<file path="config.mk">
export PLATFORM = sky130hd
export DESIGN_NAME = flash_audio_streamer
export DESIGN_NICKNAME = d
export VERILOG_FILES = /design/src/rtl/flash_audio_streamer.sv
export SDC_FILE = /design/constraint.sdc
export NUM_CORES = 1
export LEC_CHECK = 0
export ABC_CLOCK_PERIOD_IN_PS = 3000
export CAP_MARGIN = 30
export CORE_ASPECT_RATIO = 0.8
export CORE_UTILIZATION = 45
export CTS_BUF_LIST = sky130_fd_sc_hd__clkbuf_2 sky130_fd_sc_hd__clkbuf_4 sky130_fd_sc_hd__clkbuf_8
export CTS_CLUSTER_DIAMETER = 50
export CTS_CLUSTER_SIZE = 30
export DETAILED_ROUTE_END_ITERATION = 12
export GPL_TIMING_DRIVEN = 0
export HOLD_SLACK_MARGIN = 0.15
export MAX_ROUTING_LAYER = met4
export PLACE_DENSITY = 0.67
export SLEW_MARGIN = 15
export SYNTH_ARGS = -nofsm -noshare
export SYNTH_HDL_FRONTEND = slang
export SYNTH_SLANG_ARGS = --single-unit
</file>
<file path="constraint.sdc">
create_clock -name clk -period 3 [get_ports clk]
set_clock_uncertainty 0.05 [all_clocks]
set_input_delay 0.9 -clock clk [delete_from_list [all_inputs] [get_ports clk]]
set_output_delay 0.9 -clock clk [all_outputs]
set_load 0.02 [all_outputs]
</file>
<file path="src/rtl/flash_audio_streamer.sv">
// Streams 32-bit flash words over Avalon-MM reads and plays them out one sample per tick.
// Build macro FLASH_STREAM_LOOP_EN makes the clip wrap at its ends instead of stopping in DONE.
module flash_audio_streamer #(
   parameter int unsigned           ADDR_WIDTH   = 23,
   parameter int unsigned           SAMPLE_WIDTH = 8,
   parameter logic [ADDR_WIDTH-1:0] START_ADDR   = '0,
   parameter logic [ADDR_WIDTH-1:0] END_ADDR     = ADDR_WIDTH'('h7FFFF)
) (
   input  logic                    clk,
   input  logic                    reset_n,
   input  logic                    enable,
   input  logic                    restart,
   input  logic                    reverse,
   input  logic                    sample_tick,
   input  logic                    flash_mem_waitrequest,
   input  logic                    flash_mem_readdatavalid,
   input  logic [31:0]             flash_mem_readdata,
   output logic                    flash_mem_read,
   output logic [ADDR_WIDTH-1:0]   flash_mem_address,
   output logic [SAMPLE_WIDTH-1:0] audio_out,
   output logic                    valid_read_flag,
   output logic                    underrun,
   output logic                    done
);

   localparam int unsigned     NumLanes = 32 / SAMPLE_WIDTH;
   localparam int unsigned     LaneW    = (NumLanes > 1) ? $clog2(NumLanes) : 1;
   localparam logic [LaneW-1:0] LastLane = LaneW'(NumLanes - 1);

   typedef enum logic [2:0] {StIdle, StReq, StWaitData, StFull, StDone} state_e;

   state_e                  state_q, state_d;
   logic [ADDR_WIDTH-1:0]   ptr_q, ptr_d;
   logic [ADDR_WIDTH-1:0]   addr_q, addr_d;
   logic [LaneW-1:0]        lane_q, lane_d;
   logic [31:0]             buf_q, buf_d;
   logic                    valid_q, valid_d;
   logic                    dir_q, dir_d;
   logic                    discard_q, discard_d;
   logic [SAMPLE_WIDTH-1:0] audio_q, audio_d;
   logic                    underrun_q, underrun_d;
   logic                    done_q, done_d;

   logic [SAMPLE_WIDTH-1:0] lane_sample;
   logic                    last_lane;
   logic                    at_bound;
   logic [ADDR_WIDTH-1:0]   ptr_step;

   assign lane_sample = SAMPLE_WIDTH'(buf_q >> (32'(lane_q) * SAMPLE_WIDTH));
   assign last_lane   = dir_q ? (lane_q == '0) : (lane_q == LastLane);

   // dir_q is the direction latched when the current word was captured.
   always_comb begin
      if (dir_q) begin
         at_bound = (ptr_q == START_ADDR);
         ptr_step = at_bound ? END_ADDR : ptr_q - 1'b1;
      end else begin
         at_bound = (ptr_q == END_ADDR);
         ptr_step = at_bound ? START_ADDR : ptr_q + 1'b1;
      end
   end

   always_comb begin
      state_d    = state_q;
      ptr_d      = ptr_q;
      addr_d     = addr_q;
      lane_d     = lane_q;
      buf_d      = buf_q;
      valid_d    = valid_q;
      dir_d      = dir_q;
      discard_d  = discard_q;
      audio_d    = audio_q;
      underrun_d = 1'b0;
      done_d     = done_q;
      if (restart) begin
         ptr_d   = reverse ? END_ADDR : START_ADDR;
         lane_d  = '0;
         valid_d = 1'b0;
         done_d  = 1'b0;
         unique case (state_q)
            // A request already on the bus must finish; its data beat is dropped later.
            StReq: begin
               discard_d = 1'b1;
               if (!flash_mem_waitrequest) state_d = StWaitData;
            end
            StWaitData: begin
               discard_d = !flash_mem_readdatavalid;
               if (flash_mem_readdatavalid) state_d = StIdle;
            end
            default: state_d = StIdle;
         endcase
      end else begin
         underrun_d = sample_tick && enable && !valid_q && (state_q != StDone);
         unique case (state_q)
            StIdle: begin
               if (enable) begin
                  state_d = StReq;
                  addr_d  = ptr_q;
               end
            end
            StReq: begin
               if (!flash_mem_waitrequest) state_d = StWaitData;
            end
            StWaitData: begin
               if (flash_mem_readdatavalid) begin
                  if (discard_q) begin
                     discard_d = 1'b0;
                     state_d   = StIdle;
                  end else begin
                     buf_d   = flash_mem_readdata;
                     valid_d = 1'b1;
                     dir_d   = reverse;
                     lane_d  = reverse ? LastLane : '0;
                     state_d = StFull;
                  end
               end
            end
            StFull: begin
               if (sample_tick && enable) begin
                  audio_d = lane_sample;
                  if (last_lane) begin
                     valid_d = 1'b0;
`ifdef FLASH_STREAM_LOOP_EN
                     ptr_d   = ptr_step;
                     addr_d  = ptr_step;
                     state_d = StReq;
`else
                     if (at_bound) begin
                        state_d = StDone;
                        done_d  = 1'b1;
                     end else begin
                        ptr_d   = ptr_step;
                        addr_d  = ptr_step;
                        state_d = StReq;
                     end
`endif
                  end else begin
                     lane_d = dir_q ? lane_q - 1'b1 : lane_q + 1'b1;
                  end
               end
            end
            default: ;
         endcase
      end
   end

   always_ff @(posedge clk or negedge reset_n) begin
      if (!reset_n) begin
         state_q    <= StIdle;
         ptr_q      <= START_ADDR;
         addr_q     <= START_ADDR;
         lane_q     <= '0;
         buf_q      <= '0;
         valid_q    <= 1'b0;
         dir_q      <= 1'b0;
         discard_q  <= 1'b0;
         audio_q    <= '0;
         underrun_q <= 1'b0;
         done_q     <= 1'b0;
      end else begin
         state_q    <= state_d;
         ptr_q      <= ptr_d;
         addr_q     <= addr_d;
         lane_q     <= lane_d;
         buf_q      <= buf_d;
         valid_q    <= valid_d;
         dir_q      <= dir_d;
         discard_q  <= discard_d;
         audio_q    <= audio_d;
         underrun_q <= underrun_d;
         done_q     <= done_d;
      end
   end

   assign flash_mem_read    = (state_q == StReq);
   assign flash_mem_address = addr_q;
   assign audio_out         = audio_q;
   assign valid_read_flag   = valid_q;
   assign underrun          = underrun_q;
   assign done              = done_q;

endmodule

</file>
* Word-level counts from Yosys, hierarchy flattened *
Cells that the tools add are included.

storage, ports and cells
  output and inout port bits = 35
  bits of input ports = 40
  register bits after elaboration = 96
  word-level logic and storage cells = 111

cells by class
  multiplexer cells = 48
  bitwise logic cells = 2
  add/sub/neg operators = 4
  reduce and logical (&&, ||, !) cells = 27
  shifts and indexed selects = 1
  equality and inequality tests = 18

operators with widths
  cell                     count
  $mux W23                 9
  $pmux W23 S2             1
  $shr A32 B5 Y8           1
  $mux W3                  8
  $add A23 B1 Y23 const B  1
  $eq A23 B19 Y1 const B   1
  $logic_not A23 Y1        1
  $sub A23 B1 Y23 const B  1
  $ne A3 B3 Y1 const B     7
  $mux W19                 1
  $mux W1                  16
  $mux W2                  8
  $reduce_bool A2 Y1       8
  $reduce_and A5 Y1        3
  $ne A2 B2 Y1 const B     6
  $pmux W3 S4              1
  $reduce_and A4 Y1        3
  $eq A3 B2 Y1 const B     2
  $pmux W3 S2              1
  $reduce_and A3 Y1        2
  $reduce_and A6 Y1        1
  $reduce_bool A5 Y1       1
  $pmux W1 S2              2
  $pmux W2 S2              1
  10 further kinds         14

* Longest topological paths before layout *
  depth in word-level cells = 8
  depth in mapped cells = 11
  mapped depth without buffers = 8

* Worst setup path before layout *
Ideal clock, no wire load.

  path kind = flip-flop to flip-flop
  start = reg ptr_q[0]
  end = reg addr_q[10] (netlist: flash_mem_address[10])
  setup time = 0.128 ns
  required time = 2.822 ns
  arrival time = 2.428 ns
  slack = 0.395 ns
  cell stages (with the launch flop) = 9
  clock period less this slack = 2.605 ns
  path buffers = 2
  path through = dfrtp_1 clkbuf_1 inv_1 ha_1 or3b_2 or4_4 a31oi_4 buf_6 mux2_1

between the ends
  word-level cells in the longest chain between the ends = 7
  elaborated cells between the ends (all ways) = 14
  classes of those cells = add/sub: 2; eq/ne: 2; mux: 8; reduce/logical: 2

ends and longest elaborated chain
  what                                           line    RTL
  start, declared                                33      logic [ADDR_WIDTH-1:0] ptr_q, ptr_d;
  start signal, assigned                         162     ptr_q <= ptr_d;
  $add A23 B1 Y23, or another cell as far along  59      ptr_step = at_bound ? START_ADDR : ptr_q + 1'b1;
  $mux W23, on equally long branches             59, 56
  $mux W23                                       54      if (dir_q) begin
  $mux W23                                       128     if (at_bound) begin
  $mux W23                                       121     if (last_lane) begin
  $mux W23                                       119     if (sample_tick && enable) begin
  $pmux W23 S2                                   94      unique case (state_q)
  end signal, assigned                           163     addr_q <= addr_d;
  end, declared                                  34      logic [ADDR_WIDTH-1:0] addr_q, addr_d;

Parallel ways exist; a longest one is shown, timed or not. The select of a mux whose other input is x is not followed.
A chain may end at the register's enable or synchronous reset.

* Worst setup path after layout *
  start = in sample_tick
  end = reg audio_q[6] (netlist: audio_out[6])

between the ends
  word-level cells in the longest chain between the ends = 2

ends and longest elaborated chain
  what                                line  RTL
  start, declared                     14    input logic sample_tick,
  $logic_and A1 B1 Y1                 119
  $reduce_and A3 Y1 (no source line)  n/a
  end signal, assigned                169   audio_q <= audio_d;
  end, declared                       40    logic [SAMPLE_WIDTH-1:0] audio_q, audio_d;

No other way between the ends.

==> results.json <==
{
  "crit_path_start_kind": "primary input",
  "p_int_uw": 3112,
  "worst_pin_slew_ns": 0.9200,
  "status": "finished clean",
  "root_buffer": "clkbuf_8",
  "drt_wl_total_mm": 20.39,
  "die_x_um": 129.5,
  "io_buffers": 74,
  "report.final.slew_viol_count": 0,
  "cts_sinks": 96,
  "startpoint": "sample_tick",
  "synth_area_leader_cell": "dfrtp_1",
  "gp_congestion": 0.9594,
  "synthTopCellsByArea": "dfrtp_1, mux2_2, a21oi_1",
  "die_height_um": 104.0,
  "crit_type": "primary input to flip-flop",
  "insertion_delay_ns": 0.39,
  "synthFlopType": "dfrtp_1",
  "mostFrequentLayoutCells": "dfrtp_1, clkdlybuf4s50_1, nand2_1, a21oi_1, mux2_2",
  "p_comb_share_pct": 46.4,
  "cts_tree": "done",
  "finalHoldViolations": 0,
  "nFillCells": 1106,
  "final_common_cell": "dfrtp_1",
  "wl_per_cell_um": 23.12,
  "fin_ws_ns": 0.09453,
  "antenna_left": 0,
  "synth_fp_nets": 657,
  "async_flop_share_pct": 100.0,
  "start_util_pct": 47.06,
  "fin_cells": 882,
  "ys_warn_count": 0,
  "synth_top_area_share_pct": 41.06,
  "period_needed_ns": 2.905,
  "drive_gt1_share_pct": 18.57,
  "period_share_pct": 96.85,
  "hold_path.class": "primary input to asynchronous set/reset pin",
  "switchingPower_uw": 2041,
  "clk_path_buf_depth": 2,
  "end_kind": "flip-flop",
  "setup-violations-final": 0,
  "vias": 5595,
  "numCtsBuffers": 9,
  "syn2layout_area_growth_pct": 23.46,
  "clockPowerShare_pct": 15.8,
  "firstDrtPassIters": 6,
  "fin_util_pct": 58.10,
  "tns_ns": 0,
  "synth_edf_count": 0,
  "dp_cells": 860,
  "antenna_cells": 0,
  "viasPerCell": 6.344,
  "swShare_pct": 39.61,
  "grtUsageTotal_pct": 32.77,
  "ys_seq_area_share_pct": 41.06,
  "synth.avg_cell_area_um2": 9.529,
  "core_um2": 12430,
  "ios": 75,
  "drcViolationCount": 0,
  "cts_hold_buf": 0,
  "power_frac_seq_pct": 37.8,
  "syn_area_um2": 5851,
  "synthDistinctLibCells": 72,
  "clkSlewWorstSetupHoldPaths_ns": 0.09,
  "critPathRequiredTime_ns": 3.22,
  "grt_max_degree": 58,
  "power_per_cell_area_nw_per_um2": 713.5,
  "power_uw": 5154,
  "cp_data_arrival_time_ns": 3.12,
  "peakVddDrop_mv": 0.3991,
  "grt_pass1_vias": 5329,
  "rows": 36,
  "ys_seq_elements": 96,
  "path_max_fanout": 8,
  "pre_cts_ws_ns": -0.4580,
  "p_leak_uw": 0.002905,
  "hpwl_mm": 15.11,
  "max_slew_margin_pct": 38.44,
  "fmaxAchievable_mhz": 344.2,
  "final_nets": 750,
  "die_area_um2": 13460,
  "grt_pass1_wl_mm": 31.71,
  "drt-initial-drc-count": 822,
  "timing.max_cap.violations": 0,
  "netlist_instances": 614,
  "antenna_found_initial": 0,
  "ctsHtreeMaxLevel": 3,
  "r2r-start": "ptr_q[5]",
  "overflow": 0
}
-- sequential cells by signal (all words and copies together) (netlist names) --
| name | count |
|---|---|
| valid_read_flag | 1 |
| underrun | 1 |
| done | 1 |
| ptr_q | 23 |
| lane_q | 2 |
| buf_q | 32 |
| dir_q | 1 |
| audio_out | 8 |
| discard_q | 1 |
| state_q | 3 |
| flash_mem_address | 23 |
-- routing by layer --
layer / up-vias / routed length (um) / GRT usage (%)
met5: - / 0 / -
met4: 0 / 398 / 9.551
met3: 36 / 1850 / 6.842
met2: 283 / 8473 / 43.66
met1: 2775 / 9671 / 49.23
li1: 2501 / - / -
-- power groups by stage --
stage                     Combinational (uW)  Clock (uW)  Sequential (uW)
after global placement                  2260           0             1930
after detailed placement                2290           0             1960
after floorplan                         1270           0             2070
after global routing                    2580         884             2000
after CTS                               2340         828             1940
final                                   2390         813             1950
-- cells in the mapped netlist, types with 6 or more instances --
library cell,instances
a211o_1,6
a21o_1,11
a21oi_1,44
a221o_1,8
a31oi_1,7
buf_2,14
clkbuf_1,37
dfrtp_1,96
inv_1,18
mux2_2,41
mux4_2,8
nand2_1,52
nand3_1,7
nand4_1,13
nor2_1,31
nor2b_1,7
nor3_1,19
nor4_1,14
o21ai_0,40
o22ai_1,6
o31ai_1,12
or3_1,8
or4_1,6
-- worst paths after layout --
kind	end	slack [ns]	cells past startpoint
max in group asynchronous	lane_q[0]	1.80	2
hold / removal	ptr_q[2]	0.43	1
hold reg to reg	flash_mem_address[9]	0.43	2
setup reg to reg	flash_mem_address[10]	0.10	7
min in group clk	flash_mem_address[9]	0.43	2
setup / recovery	audio_out[6]	0.09	5
-- critical path: stages --
cell and delay, ns:
clkdlybuf4s50_1 0.53, and3_1 0.19, o2111ai_2 0.27, nor2_1 0.80
mux2_2 0.43
-- stage by stage --
step	cell area (um^2)	hold WS (ns)
after detailed placement	6830	0.4190
after floorplan	5851	0.4239
after CTS	7101	0.4382
final	7223	0.4291
after global routing	7223	0.4548
after global placement	6805	0.4136
-- final cells by class --
cell class / count / area, um^2 / share of cell area [%]
multi-input cells: 443 / 3243 / 44.90
flip-flops and latches: 96 / 2402 / 33.26
repair buffers: 85 / 840.8 / 11.64
plain buffers: 54 / 275.3 / 3.811
well taps: 171 / 214.0 / 2.962
clock buffers: 11 / 151.4 / 2.096
inverters: 18 / 67.56 / 0.9354
clock inverters: 4 / 28.78 / 0.3984
-- logic make-up after synthesis --
| family | after synthesis | synth area share, % |
|---|---|---|
| xor gates and xnor gates | 5 | 0.7485 |
| buffers and inverters | 75 | 5.368 |
| adders and majority gates | 3 | 0.6416 |
| AOI/OAI and AO/OA | 180 | 20.72 |
| muxes | 56 | 12.23 |
| DFF | 96 | 41.06 |
| and+or+nand+nor | 199 | 19.23 |
-- repair_timing --
item	CTS	global route
buffers inserted	1	9
cloned	0	0
setup endpoints to repair	36	55
pin swaps	1	6
hold endpoints to repair	0	0
resized for setup	20	27
No activity file was read; power rests on OpenSTA's default activity.
